**config.mk**
```make
export PLATFORM = sky130hd
export DESIGN_NAME = pixel_array_readout_ctrl_flat
export DESIGN_NICKNAME = d
export VERILOG_FILES = /design/src/rtl/pixel_ctrl_pkg.sv /design/src/rtl/pixel_array_readout_ctrl_if.sv /design/src/rtl/pixel_adc_counter.sv /design/src/rtl/pixel_array_readout_ctrl.sv /design/src/flat_wrapper.sv
export SDC_FILE = /design/constraint.sdc
export NUM_CORES = 1
export LEC_CHECK = 0
export CELL_PAD_IN_SITES_DETAIL_PLACEMENT = 0
export CELL_PAD_IN_SITES_GLOBAL_PLACEMENT = 1
export CORE_ASPECT_RATIO = 0.5
export CORE_MARGIN = 2
export CORE_UTILIZATION = 30
export DETAILED_ROUTE_END_ITERATION = 8
export MAX_ROUTING_LAYER = met4
export PLACE_DENSITY = 0.69
export SYNTH_ARGS = -nofsm -noshare
export SYNTH_HDL_FRONTEND = slang
export SYNTH_SLANG_ARGS = --single-unit
```
**constraint.sdc**
```tcl
create_clock -name clk -period 2.54 [get_ports clk]
set_input_delay 0.508 -clock clk [delete_from_list [all_inputs] [get_ports clk]]
set_output_delay 0.508 -clock clk [all_outputs]
set_load 0.005 [all_outputs]
```
**src/rtl/pixel_ctrl_pkg.sv**
```systemverilog
`default_nettype none
// +----------------------------------------------------------------------------+
// | pixel_ctrl_pkg                                                             |
// | Shared types, default sizes and Gray-code helpers for the pixel readout.   |
// | Revision: 1.0                                                              |
// +----------------------------------------------------------------------------+
package pixel_ctrl_pkg;

    localparam int c_dw_def      = 8;
    localparam int c_n_pix_def   = 4;
    localparam int c_c_erase_def = 5;

    typedef enum logic [2:0] {
        S_IDLE      = 3'd0,
        S_ERASE     = 3'd1,
        S_EXPOSE    = 3'd2,
        S_CONVERT   = 3'd3,
        S_RD_SETTLE = 3'd4,
        S_RD_CAPT   = 3'd5,
        S_RD_OUT    = 3'd6
    } state_t;

    // Operands are zero-extended to 32 bits so one helper serves any width up to 32.
    function automatic logic [31:0] bin2gray(input logic [31:0] b);
        return b ^ (b >> 1);
    endfunction

    function automatic logic [31:0] gray2bin(input logic [31:0] g);
        logic [31:0] b;
        b[31] = g[31];
        for (int i = 30; i >= 0; i--) begin
            b[i] = b[i+1] ^ g[i];
        end
        return b;
    endfunction

endpackage
`default_nettype wire

```
**src/rtl/pixel_array_readout_ctrl_if.sv**
```systemverilog
`default_nettype none
// +----------------------------------------------------------------------------+
// | pixel_array_readout_ctrl_if                                                |
// | Downstream pixel stream: data/index on a valid/ready handshake + done.     |
// | Revision: 1.0                                                              |
// +----------------------------------------------------------------------------+
interface pixel_array_readout_ctrl_if #(
    parameter int DW    = pixel_ctrl_pkg::c_dw_def,
    parameter int N_PIX = pixel_ctrl_pkg::c_n_pix_def
);
    localparam int c_iw = (N_PIX > 1) ? $clog2(N_PIX) : 1;

    logic [DW-1:0]   pix_data;
    logic [c_iw-1:0] pix_idx;
    logic            pix_valid;
    logic            pix_ready;
    logic            frame_done;

    modport master (
        output pix_data,
        output pix_idx,
        output pix_valid,
        output frame_done,
        input  pix_ready
    );

    modport slave (
        input  pix_data,
        input  pix_idx,
        input  pix_valid,
        input  frame_done,
        output pix_ready
    );

endinterface
`default_nettype wire

```
**src/rtl/pixel_adc_counter.sv**
```systemverilog
`default_nettype none
// +----------------------------------------------------------------------------+
// | pixel_adc_counter                                                          |
// | Ramp-synchronous ADC count for the pixel buses; Gray-coded when            |
// | GRAY_COUNT_EN is defined, plain binary otherwise.                          |
// | Revision: 1.0                                                              |
// +----------------------------------------------------------------------------+
module pixel_adc_counter
    import pixel_ctrl_pkg::*;
#(
    parameter int DW = c_dw_def
)(
    input  wire logic          clk,
    input  wire logic          rst_n,
    input  wire logic          clr,
    input  wire logic          en,
    output logic [DW-1:0]      cnt_val,
    output logic               wrap
);

    logic [DW-1:0] r_bin;
    logic [DW-1:0] r_val;
    logic [DW-1:0] w_bin_nxt;
    logic [DW-1:0] w_val_nxt;

    assign w_bin_nxt = r_bin + 1'b1;

`ifdef GRAY_COUNT_EN
    assign w_val_nxt = DW'(bin2gray(32'(w_bin_nxt)));
`else
    assign w_val_nxt = w_bin_nxt;
`endif

    // Bus value is registered so the pixel latches never see encoder glitches.
    always_ff @(posedge clk or negedge rst_n) begin
        if (!rst_n) begin
            r_bin <= '0;
            r_val <= '0;
        end else if (clr) begin
            r_bin <= '0;
            r_val <= '0;
        end else if (en) begin
            r_bin <= w_bin_nxt;
            r_val <= w_val_nxt;
        end
    end

    assign cnt_val = r_val;
    assign wrap    = &r_bin;

endmodule
`default_nettype wire

```
**src/rtl/pixel_array_readout_ctrl.sv**
```systemverilog
`default_nettype none
// +----------------------------------------------------------------------------+
// | pixel_array_readout_ctrl                                                   |
// | Sequences ERASE -> EXPOSE -> CONVERT -> READ for the pixel array and       |
// | streams captured pixels downstream. Option: GRAY_COUNT_EN.                 |
// | Revision: 1.0                                                              |
// +----------------------------------------------------------------------------+
module pixel_array_readout_ctrl
    import pixel_ctrl_pkg::*;
#(
    parameter int DW      = c_dw_def,
    parameter int N_PIX   = c_n_pix_def,
    parameter int C_ERASE = c_c_erase_def
)(
    input  wire logic                clk,
    input  wire logic                rst_n,
    input  wire logic                start,
    input  wire logic [15:0]         expose_cycles,
    output logic                     erase,
    output logic                     expose,
    output logic [N_PIX-1:0]         read,
    output logic [DW-1:0]            cnt_val,
    output logic                     cnt_oe,
    input  wire logic [N_PIX*DW-1:0] data_in,
    output logic                     busy,
    pixel_array_readout_ctrl_if.master pix
);

    localparam int              c_iw         = (N_PIX > 1) ? $clog2(N_PIX) : 1;
    localparam logic [15:0]     c_erase_last = 16'(C_ERASE - 1);
    localparam logic [c_iw-1:0] c_last_pix   = c_iw'(N_PIX - 1);

    state_t          r_state;
    state_t          w_next;
    logic [15:0]     r_tmr;
    logic [15:0]     r_exp;
    logic [c_iw-1:0] r_k;
    logic [DW-1:0]   r_pix_data;
    logic [DW-1:0]   w_cap;
    logic [DW-1:0]   w_bus [N_PIX];
    logic            w_cnt_en;
    logic            w_wrap;
    logic            w_accept;
    logic            w_last;

    for (genvar gi = 0; gi < N_PIX; gi++) begin : g_bus
        assign w_bus[gi] = data_in[gi*DW +: DW];
    end

`ifdef GRAY_COUNT_EN
    assign w_cap = DW'(gray2bin(32'(w_bus[r_k])));
`else
    assign w_cap = w_bus[r_k];
`endif

    assign w_cnt_en = (r_state == S_CONVERT);
    assign w_last   = (r_k == c_last_pix);
    assign w_accept = (r_state == S_RD_OUT) && pix.pix_ready;

    pixel_adc_counter #(
        .DW (DW)
    ) u_adc_counter (
        .clk     (clk),
        .rst_n   (rst_n),
        .clr     (!w_cnt_en),
        .en      (w_cnt_en),
        .cnt_val (cnt_val),
        .wrap    (w_wrap)
    );

    always_ff @(posedge clk or negedge rst_n) begin
        if (!rst_n) begin
            r_state <= S_IDLE;
        end else begin
            r_state <= w_next;
        end
    end

    always_comb begin
        w_next         = r_state;
        erase          = 1'b0;
        expose         = 1'b0;
        cnt_oe         = 1'b0;
        read           = '0;
        pix.pix_valid  = 1'b0;
        pix.frame_done = 1'b0;
        case (r_state)
            S_IDLE: begin
                if (start) w_next = S_ERASE;
            end
            S_ERASE: begin
                erase = 1'b1;
                if (r_tmr == c_erase_last) w_next = S_EXPOSE;
            end
            S_EXPOSE: begin
                expose = 1'b1;
                if (r_tmr == r_exp - 16'd1) w_next = S_CONVERT;
            end
            S_CONVERT: begin
                cnt_oe = 1'b1;
                if (w_wrap) w_next = S_RD_SETTLE;
            end
            S_RD_SETTLE: begin
                read[r_k] = 1'b1;
                w_next    = S_RD_CAPT;
            end
            S_RD_CAPT: begin
                read[r_k] = 1'b1;
                w_next    = S_RD_OUT;
            end
            S_RD_OUT: begin
                pix.pix_valid = 1'b1;
                // Done pulses in the accept cycle, so a coincident START still sees a busy FSM.
                if (w_accept) begin
                    pix.frame_done = w_last;
                    w_next         = w_last ? S_IDLE : S_RD_SETTLE;
                end
            end
            default: w_next = S_IDLE;
        endcase
    end

    always_ff @(posedge clk or negedge rst_n) begin
        if (!rst_n) begin
            r_tmr      <= '0;
            r_exp      <= '0;
            r_k        <= '0;
            r_pix_data <= '0;
        end else begin
            // Phase timer restarts on every state change and idles outside timed phases.
            if ((w_next != r_state) || !(erase || expose)) begin
                r_tmr <= '0;
            end else begin
                r_tmr <= r_tmr + 16'd1;
            end
            if ((r_state == S_IDLE) && start) begin
                r_exp <= (expose_cycles == 16'd0) ? 16'd1 : expose_cycles;
                r_k   <= '0;
            end
            if (r_state == S_RD_CAPT) begin
                r_pix_data <= w_cap;
            end
            if (w_accept && !w_last) begin
                r_k <= r_k + 1'b1;
            end
        end
    end

    assign busy         = (r_state != S_IDLE);
    assign pix.pix_data = r_pix_data;
    assign pix.pix_idx  = r_k;

endmodule
`default_nettype wire

```
**src/flat_wrapper.sv**
```systemverilog
// flat-port wrapper written by rule: the top's interface ports become plain ports
module pixel_array_readout_ctrl_flat import pixel_ctrl_pkg::*;
#(
    parameter int DW      = c_dw_def,
    parameter int N_PIX   = c_n_pix_def,
    parameter int C_ERASE = c_c_erase_def
)
  (clk, rst_n, start, expose_cycles, erase, expose, read, cnt_val, cnt_oe, data_in, busy, pix_pix_data, pix_pix_idx, pix_pix_valid, pix_frame_done, pix_pix_ready);
  pixel_array_readout_ctrl_if #(.DW(DW), .N_PIX(N_PIX)) pix_i ();
  input  wire logic clk;
  input  wire logic rst_n;
  input  wire logic start;
  input  wire logic [15:0] expose_cycles;
  output logic erase;
  output logic expose;
  output logic [N_PIX-1:0] read;
  output logic [DW-1:0] cnt_val;
  output logic cnt_oe;
  input  wire logic [N_PIX*DW-1:0] data_in;
  output logic busy;
  output wire logic [$bits(pix_i.pix_data)-1:0] pix_pix_data;
  output wire logic [$bits(pix_i.pix_idx)-1:0] pix_pix_idx;
  output wire logic [$bits(pix_i.pix_valid)-1:0] pix_pix_valid;
  output wire logic [$bits(pix_i.frame_done)-1:0] pix_frame_done;
  input wire logic [$bits(pix_i.pix_ready)-1:0] pix_pix_ready;
  assign pix_pix_data = pix_i.pix_data;
  assign pix_pix_idx = pix_i.pix_idx;
  assign pix_pix_valid = pix_i.pix_valid;
  assign pix_frame_done = pix_i.frame_done;
  assign pix_i.pix_ready = pix_pix_ready;
  pixel_array_readout_ctrl #(.DW(DW), .N_PIX(N_PIX), .C_ERASE(C_ERASE)) u_core (.clk(clk), .rst_n(rst_n), .start(start), .expose_cycles(expose_cycles), .erase(erase), .expose(expose), .read(read), .cnt_val(cnt_val), .cnt_oe(cnt_oe), .data_in(data_in), .busy(busy), .pix(pix_i));
endmodule
```
After elaboration in Yosys (flattened, before gate mapping) --
Index checks and enable logic that the tools add are counted.
Storage, ports and cells: word-level logic and storage cells 62, register bits 53, bits of input ports 52
Operators by class: order comparisons 3, add/sub/neg operators 4, reduce and logical (&&, ||, !) cells 14, equal/unequal tests 10, bitwise gates (word level) 1, multiplexer cells 24
Operator list (count):
- 2-to-1 mux 16 bit | 2
- 2-to-1 mux 8 bit | 3
- one-hot mux 3 bit (7 select lines) | 1
- 2-to-1 mux 3 bit | 6
- adder 16 x 1 -> 16 bit (second input constant) | 1
- binary-select mux 8 bit (select 2 bit) | 1
- == test 16 bit | 1
- == test 16 x 3 -> 1 bit (second input constant) | 1
- logical NOT 16 bit | 1
- subtractor 16 x 1 -> 16 bit (second input constant) | 1
- == test 3 bit (second input constant) | 3
- adder 8 x 1 -> 8 bit (second input constant) | 1
- AND reduction 8 bit | 1
- 2-to-1 mux 1 bit | 7
- == test 3 x 2 -> 1 bit (second input constant) | 2
- logical AND 1 bit | 4
- 2-to-1 mux 2 bit | 2
- 2-to-1 mux 4 bit | 1
- == test 3 x 1 -> 1 bit (second input constant) | 1
- >= comparator 3 bit (second input constant) | 1
- logical NOT 3 bit | 1
- < comparator 2 x 3 -> 1 bit (second input constant) | 1
- != test 3 bit | 1
- NOT 2 -> 3 bit | 1
- 9 further kinds | 11

Depth between registers and ports, before layout --
depth in word-level cells 7, gate-level depth with buffers 10, gate-level depth less buffers 8

By module --
From an unflattened synthesis, not the netlist that was laid out.
Unflattened totals: cells, all modules 353, area, all modules 3467.1 µm²
By module, submodules not included:
- pixel_array_readout_ctrl | cells an instance 314, times used 1, area each 3070.4 µm²
- pixel_adc_counter | cells an instance 39, times used 1, area each 396.6 µm²

Worst setup path before layout --
Ideal clock, no wire load.
path kind reg-to-reg, start register u_core.r_exp[0], end register u_core.r_tmr[10], stages on the path, launching flop included 11, data required time 2.425 ns, slack 0.092 ns, data arrival time 2.334 ns, period minus slack after synthesis 2.448 ns, setup time 0.115 ns, path through dfrtp_1 -> inv_1 -> ha_1 -> or4b_4 -> or4_1 -> nand3_1 -> o211a_1 -> and4b_1 -> buf_6 -> buf_12 -> nor2_1
Between the ends: longest elaborated chain between the ends 7
RTL lines:
- start: declaration | line pixel_array_readout_ctrl.sv:36 | logic [15:0] r_exp;
- start signal: assignment | line pixel_array_readout_ctrl.sv:137 | r_exp <= (expose_cycles == 16'd0) ? 16'd1 : expose_cycles;
- subtractor 16 x 1 -> 16 bit | line pixel_array_readout_ctrl.sv:97 | if (r_tmr == r_exp - 16'd1) w_next = S_CONVERT;
- == test 16 bit | line pixel_array_readout_ctrl.sv:97
- 2-to-1 mux 3 bit | line pixel_array_readout_ctrl.sv:97
- one-hot mux 3 bit (7 select lines) | line pixel_array_readout_ctrl.sv:87 | case (r_state)
- != test 3 bit | line pixel_array_readout_ctrl.sv:131 | if ((w_next != r_state) || !(erase || expose)) begin
- logical OR 1 bit | line pixel_array_readout_ctrl.sv:131
- 2-to-1 mux 16 bit | line pixel_array_readout_ctrl.sv:131
- end signal: assignment | line pixel_array_readout_ctrl.sv:134 | r_tmr <= r_tmr + 16'd1;
- end: declaration | line pixel_array_readout_ctrl.sv:35 | logic [15:0] r_tmr;
No other way between the ends. A chain may end at the register's enable or synchronous reset.

Worst setup path in the final report --
start register u_core.r_exp[7], end register u_core.r_tmr[3]
The elaborated chain is that of the path after synthesis.

==> summary.txt <==
Synthesis
  – Synth top area share: 40.4%
  – Ys Warns: 0
  – Syn avg cell area: 9.99 um^2
  – Largest family of logic cells by synthesized area: simple AND/OR/NAND/NOR gates
  – Syn Inst Count: 329
  – Mux contribution to synthesized area: 13.6%
  – Mapped Area: 3290 um^2
  – Number of flops mapped to enable cells by yosys: 0
  – Ys flop type: dfrtp_1
  – Simple-gate share of the synthesized area: 22.0%
  – Synth cell count leaders: dfrtp_1 (53), nor2_1 (36), nand2_1 (32)
  – Register bit total from synthesis: 53
  – Dominant cell type by area after synthesis: dfrtp_1
  – Async SR Flop Fraction: 100%
  – Top cells by area, synth: dfrtp_1 (40%), mux2_2 (7.2%), xnor2_1 (6.1%)
  – Xor and xnor area share after synthesis: 10.9%
  – Top-count cell post-synth: dfrtp_1
  – Compound-gate portion of the synthesized area: 5.52%
  – Synth cell types: 49
  – Net Count, Synth: 389
  – Sequential area share after synthesis: 40.4%
  – Synth Area in Adders: 3.05%

Timing
  – Slew margin rel.: 57.4%
  – Setup Skew: 0.00598 ns
  – RSZ-0062 raised after global routing: false
  – Setup TNS: 0 ns
  – Tcrit/Tclk final: 97.1%
  – Final Setup Violations: 0
  – Final hold slack: 0.221 ns
  – Tightest Pin Transition: 0.639 ns
  – Min cycle time layout: 2.47 ns
  – Slew Viols, Final: 0
  – Hold Fails Final Rpt: 0
  – Max Fclk: 405 MHz

Floorplanning
  – Die X: 152 um
  – IO Count: 80
  – Initial Utilization: 31.5%
  – DIE AREA: 11900 um^2
  – Chip Height: 78 um
  – Row Count: 26
  – Core Box Area: 10400 um^2

Finish
  – Post-route cell area: 4510 um^2
  – Share of layout cells above drive strength 1: 17.5%
  – Nets: 475
  – Synth-to-Final Area Change: 37.4%
  – Post-route insts no fill: 556
  – Inserted Diodes: 0

Place
  – Routability-driven placement congestion ratio: 0.834
  – Dpl cells: 542
  – Post-detail-place hpwl: 6210 um
  – Placed inst area: 4260 um^2
  – I/O Buffers: 79

Clock network
  – Clock Sinks: 53
  – Clock Pin Slew Worst Setup and Hold Paths: 0.07 ns
  – Htree depth: 2
  – Clk_lat worst skew: 0.30 ns
  – Inserted Clock Buffers: 5
  – Hold buffers post-CTS: 0
  – CTS root buf: clkbuf_16
  – Longest Clk Path Bufs: 2
  – CTS tree: built

Route
  – WL met2: 3680 um
  – # DRC: 0
  – Detailed Routing Iterations Pass 1: 4
  – Vias: 2622
  – Routed len/inst: 14.6 um
  – Routed vias/inst: 4.72
  – Routed Wire Length: 8100 um
  – Met3 WL: 213 um
  – Antenna-violating nets left: 0
  – M1 WL: 4120 um
  – DR top layer: met4
  – Initial DRC Count: 116

Global routing
  – GRT overflow: 0
  – First-pass GRT wire length: 13300 um
  – Initial antenna violation count: 0
  – Largest net degree at the start of global routing: 30
  – GRT Total Usage: 14.3%
  – Vias in the first global route: 2575

Critical path
  – Slowest cell on crit path: or4b_2
  – Setup crit end kind: flip-flop
  – Delay-heaviest family, CP: simple AND/OR/NAND/NOR gates
  – Reg-to-Reg Start: u_core.r_exp[7]
  – Cells along the critical path: or4b_2 -> or4_4 -> nand3_2 -> o211a_1 -> and4b_2 -> clkbuf_16 -> nor2_1
  – R2r setup slk: 0.07 ns
  – R2R depth: 7
  – Critical Path Start Type: flip-flop
  – Crit-path max cell delay: 0.67 ns
  – Crit Path Class: reg -> reg
  – Worst Path Buf+Inv: 1
  – Crit path launch: u_core.r_exp[7]
  – Worst EP arrival: 2.66 ns
  – Crit Reg-Reg Endpoint: u_core.r_tmr[3]
  – CP required: 2.73 ns
  – Crit Path Max Fanout: 8

Pwr
  – Leakage: 1.88 nW
  – Power per cell area: 722 nW/um^2
  – Maximum VDD drop: 0.311 mV
  – Total power: 3.26 mW

Job
  – Max_cap viols: 0

Min path
  – Hold crit path type: in -> async

Outcome
  – Status: completed
## repair_timing
item                       in CTS  in global routing
buffers inserted                0                  5
setup endpoints to repair       0                 18
resized for setup               0                 12
## layer usage
layer / GRT usage, % / vias to the layer above
met5: - / -
met4: 3.64 / 0
met3: 2.91 / 7
met2: 22.8 / 37
met1: 18.7 / 1250
li1: - / 1328
## worst max-delay path by stage
stage	cells past startpoint	end
after global routing	7	u_core.r_tmr[3]
after floorplan	10	u_core.r_tmr[10]
after CTS	4	pix_frame_done
after global placement	9	u_core.r_tmr[2]
after detailed placement	9	u_core.r_tmr[2]
final	7	u_core.r_tmr[3]
## placed cells by master (no fill, tap or decap), types with 3 or more instances in the layout
cell             count
and2_1               6
clkdlybuf4s50_1     78
buf_4               14
mux2_2              21
mux4_2               8
inv_1               12
nand2_1             32
dfrtp_1             50
nor2_1              36
nand4_1              5
or4_1                6
nor4_1               6
nand3_1              9
nor4b_1              3
nor2b_1              3
ha_1                 7
xor2_1              18
nor3_1               7
o21ai_0             11
xnor2_1             23
mux2i_1              3
and3_1               7
clkbuf_16            6
dfrtp_2              3
## metrics by stage
step | setup slack [ns] | util, %
6_report | 0.0729 | 43.2
4_1_cts | 0.0130 | 42.3
5_1_grt | 0.00812 | 43.2
3_5_place_dp | 0.0479 | 40.8
2_1_floorplan | 0.0917 | -
3_3_place_gp | 0.0936 | 40.8
## flip-flops by register name, indices dropped and copies added, names as in the netlist
register                      cells
u_core.u_adc_counter.cnt_val      8
u_core.pix.pix_idx                2
u_core.r_exp                     16
u_core.r_tmr                     16
u_core.pix.pix_data               8
u_core.r_state                    3
## where the power goes
part | total, mW | internal, mW | switching, mW
sequential | 1.27 | 1.03 | 0.245
clock | 0.726 | 0.418 | 0.308
combinational | 1.26 | 0.677 | 0.579
## final cells by class
cell class | instances | area (um^2)
Fill cell | 1013 | 5930
Multi-Input combinational cell | 245 | 1840
Sequential cell | 53 | 1330
Timing Repair Buffer | 96 | 956
Tap cell | 140 | 175
Clock buffer | 7 | 153
Inverter | 14 | 52.6
Clock inverter | 1 | 5.00
## worst register-to-register path, stage by stage, from the launching register on
cell and delay, ns:
dfrtp_2 0.42, or4b_2 0.67, or4_4 0.53, nand3_2 0.10
o211a_1 0.14, and4b_2 0.30, clkbuf_16 0.17, nor2_1 0.05
## logic make-up (layout without fill, tap and decap cells)
| logic type | after synthesis | count (layout) |
|---|---|---|
| compound gates | 26 | 26 |
| flops | 53 | 53 |
| xor+xnor | 41 | 41 |
| fa+ha+maj | 8 | 8 |
| mux | 32 | 32 |
| simple gates | 138 | 138 |
| buf+inv | 31 | 118 |
Power figures use the tool's default switching activity.
